**config.mk**
```make
export PLATFORM = sky130hd
export DESIGN_NAME = vvp_dot
export DESIGN_NICKNAME = d
export VERILOG_FILES = /design/src/rtl/vvp_dot.sv
export SDC_FILE = /design/constraint.sdc
export NUM_CORES = 1
export LEC_CHECK = 0
export ABC_AREA = 1
export CAP_MARGIN = 20
export CORE_MARGIN = 2
export CORE_UTILIZATION = 45
export DETAILED_ROUTE_END_ITERATION = 10
export PLACE_DENSITY_LB_ADDON = 0.2
export SLEW_MARGIN = 30
export SYNTH_ARGS = -nofsm -noshare
export SYNTH_HDL_FRONTEND = slang
export SYNTH_SLANG_ARGS = --single-unit
```
**constraint.sdc**
```tcl
create_clock -name vclk -period 12.95
set_clock_uncertainty 0.15 [all_clocks]
set_input_delay 1.9425 -clock vclk [all_inputs]
set_output_delay 1.9425 -clock vclk [all_outputs]
set_load 0.005 [all_outputs]
```
**src/rtl/vvp_dot.sv**
```systemverilog
// Vector-vector dot product of one weight row and one data vector with
// four bipolar/unipolar element encodings and an optionally pipelined adder tree.
module vvp_dot #(
    parameter int n  = 64,
    parameter int pr = 0,
    localparam int a = $clog2(n)
) (
    input  logic                clk,
    input  logic                rst_n,
    input  logic [1:0]          mode,
    input  logic [n-1:0]        W,
    input  logic [n-1:0]        D,
    output logic signed [a+1:0] S
);

    localparam int m  = 1 << a;
    localparam int sw = a + 2;

    localparam logic signed [sw-1:0] pos_one = sw'(1);
    localparam logic signed [sw-1:0] neg_one = '1;

    // Boundary j (after tree level j) holds a register when the even spread of
    // pr stages over a+1 boundaries steps there; the last boundary always does.
    function automatic bit regd(input int j);
        return ((j + 1) * pr) / (a + 1) != (j * pr) / (a + 1);
    endfunction

    function automatic logic signed [sw-1:0] elem(input logic [1:0] md,
                                                   input logic w, input logic d);
        case (md)
            2'b00:   elem = (w == d) ? pos_one : neg_one;
            2'b01:   elem = d ? (w ? pos_one : neg_one) : '0;
            2'b10:   elem = w ? (d ? pos_one : neg_one) : '0;
            default: elem = (w & d) ? pos_one : '0;
        endcase
    endfunction

    for (genvar j = 0; j <= a; j++) begin : lvl
        localparam int e = m >> j;
        logic signed [sw-1:0] c [e];
        logic signed [sw-1:0] q [e];

        if (j == 0) begin : leaf
            // Mode is consumed here, so it travels with its data implicitly.
            for (genvar i = 0; i < e; i++) begin : el
                if (i < n) begin : act
                    assign c[i] = elem(mode, W[i], D[i]);
                end else begin : pad
                    assign c[i] = '0;
                end
            end
        end else begin : sum
            for (genvar i = 0; i < e; i++) begin : add
                assign c[i] = lvl[j-1].q[2*i] + lvl[j-1].q[2*i+1];
            end
        end

        if (regd(j)) begin : stg
            always_ff @(posedge clk or negedge rst_n) begin
                if (!rst_n) begin
                    q <= '{default: '0};
                end else begin
                    q <= c;
                end
            end
        end else begin : thru
            always_comb q = c;
        end
    end

    if (pr == 0) begin : comb_only
        logic unused_clk;
        assign unused_clk = clk ^ rst_n;
    end

    assign S = lvl[a].q[0];

endmodule

```
==> impl_metrics.csv <==
group,metric,value,unit
placed_design,place_hpwl,21.7,mm
yosys,ys_types,25,
final_layout,final_nets,1792,
sta,final.min_clock_period,12.47,ns
floorplanning,die_h,154,um
final_layout,syn2layout_area_growth,16.7,%
sta,setup_ws,0.476,ns
critical_path,cp_max_fo,4,
route,routedWlPerCell,16.5,um
global_routing,grt_pass1_vias,8226,
yosys,synth_top_cell_by_area,"fa_1",
sta,setup_viol,0,
yosys,yosysTopAreaCellShare,33.5,%
placed_design,place_ws,0.0664,ns
final_layout,design_area,0.0119,mm2
sta,hold_viol_final,0,
critical_path,critPathMaxStageDelay,0.61,ns
final_layout,nClkBuffers,0,
critical_path,end_kind,"output port",
final_layout,final_cell_mix,"inv_1 (314), ha_1 (237), fa_1 (170), clkdlybuf4s50_1 (136), nand2_1 (112)",
yosys,synth.avg_cell_area,8.97,um2
route,drtAntennaViolNets,0,
global_routing,antenna_found_initial,0,
global_routing,grt_pass1_wl,41.8,mm
final_layout,layout_commonest_cell,"inv_1",
final_layout,instances_no_fill,1531,
route,wl,25.3,mm
global_routing,overflow,0,
critical_path,critPathBufInv,10,
final_layout,layout-drive-gt1-share,5.84,%
global_routing,grt_max_degree,40,
run,cap_viol_max_count,0,
critical_path,cp_slowest_cell,"fa_1",
sta,max_freq,0.0802,GHz
final_layout,nFlopsAndLatches,0,
yosys,ys_warn_count,0,
floorplanning,fp.dieW,154,um
sta,tightest_slew,0.512,ns
sta,rsz0062_at_grt,"false",
floorplanning,rows,54,
final_layout,antenna_cells,0,
placed_design,io_buffers,138,
yosys,yosys-top-cells-area,"fa_1 (34%), ha_1 (29%), inv_1 (12%), a221oi_2 (5.8%), nand2_1 (4.1%)",
route,drc,0,
run_status,status,"finished, final reports clean",
global_routing,grt.total_usage,22.0,%
placed_design,place_area,0.0119,mm2
floorplanning,start_util,46.3,%
sta,final-max-slew-violation-count,0,
sta,slew_headroom,65.8,%
critical_path,critPathLaunchType,"input port",
critical_path,required,10.86,ns
floorplanning,dieArea,0.0238,mm2
route,drt_iter0_drc,253,
sta,tns,0,ns
yosys,syn_inst,1132,
yosys,synth_seq_area_share,0,%
sta,fin_crit_sh,96.3,%
placed_design,dpl.cell_count,1531,
placed_design,gp_congestion,0.877,
critical_path,arrival,10.38,ns
route,via_per_inst,5.03,
route,num_vias,7707,
floorplanning,core,0.0220,mm2
critical_path,cpMostUsedCell,"fa_1",
final_layout,regArea,0,um2
critical_path,critPathKind,"in2out",
critical_path,cpLargestDelayFamily,"adder cells",
yosys,syn_nets,1671,
route,firstDrtPassIters,4,
yosys,synth_area,0.0102,mm2
min_path,hold_path.class,"in2out",
cts,post_cts_buffers,0,
floorplanning,ios,140,
## stage by stage
stage | hold WS [ns] | utilization [%]
after floorplan | 4.03 | -
after global placement | 5.14 | 54.0
after detailed placement | 5.13 | 54.0
after CTS | 5.12 | 54.0
after global routing | 4.97 | 54.0
final | 4.86 | 54.0
## tightest hold or removal path, delay by kind of cell
kind | cells | cell delay [ns]
simple gates | 6 | 0.50
buf+inv | 2 | 0.61
## cell usage after synthesis, types with 2 or more instances
master / number
o221ai_1: 10
buf_4: 4
nor2_1: 43
buf_2: 19
buf_6: 12
nand3_1: 10
ha_1: 237
a221oi_1: 20
a221oi_2: 39
a21oi_1: 41
o22ai_1: 18
inv_2: 5
xor2_1: 5
clkbuf_1: 7
fa_1: 170
nand2_1: 112
o21ai_0: 16
inv_1: 314
o211ai_1: 40
xnor2_1: 4
nand2_4: 2
## cell families (layout without fill, tap and decap cells)
logic type                 Yosys count  in the layout  synth area share [%]
adders and majority gates          407            407                  62.7
buffers and inverters              362            481                  14.7
AOI/OAI and AO/OA                  185            185                  15.3
and+or+nand+nor                    169            169                  6.57
xor gates and xnor gates             9              9                 0.776
## worst paths after layout
check,start,to,depth (start not counted)
worst max-delay path,D[29],S[7],32
worst min-delay path,mode[1],S[7],8
## routing by layer
metal / GRT usage (%) / vias up / routed length (um)
met5: 0 / - / 0
met4: 3.16 / 0 / 381
met3: 1.12 / 16 / 1080
met2: 39.7 / 153 / 12900
met1: 29.9 / 3736 / 11000
li1: - / 3802 / -
## final cells by class
class,count,area (um2)
fillers,2027,10100
inverters,320,1200
multi-input cells,770,8670
well taps,280,350
repair buffers,161,1630
## repair_timing
| item | in CTS | in global routing |
|---|---|---|
| gates resized for setup | 0 | 3 |
| endpoints found under the setup margin | 0 | 2 |
| hold buffers | 0 | 0 |
Power is not shown: default switching activity piles up to over one toggle a cycle in this logic, so the estimate is an artifact.
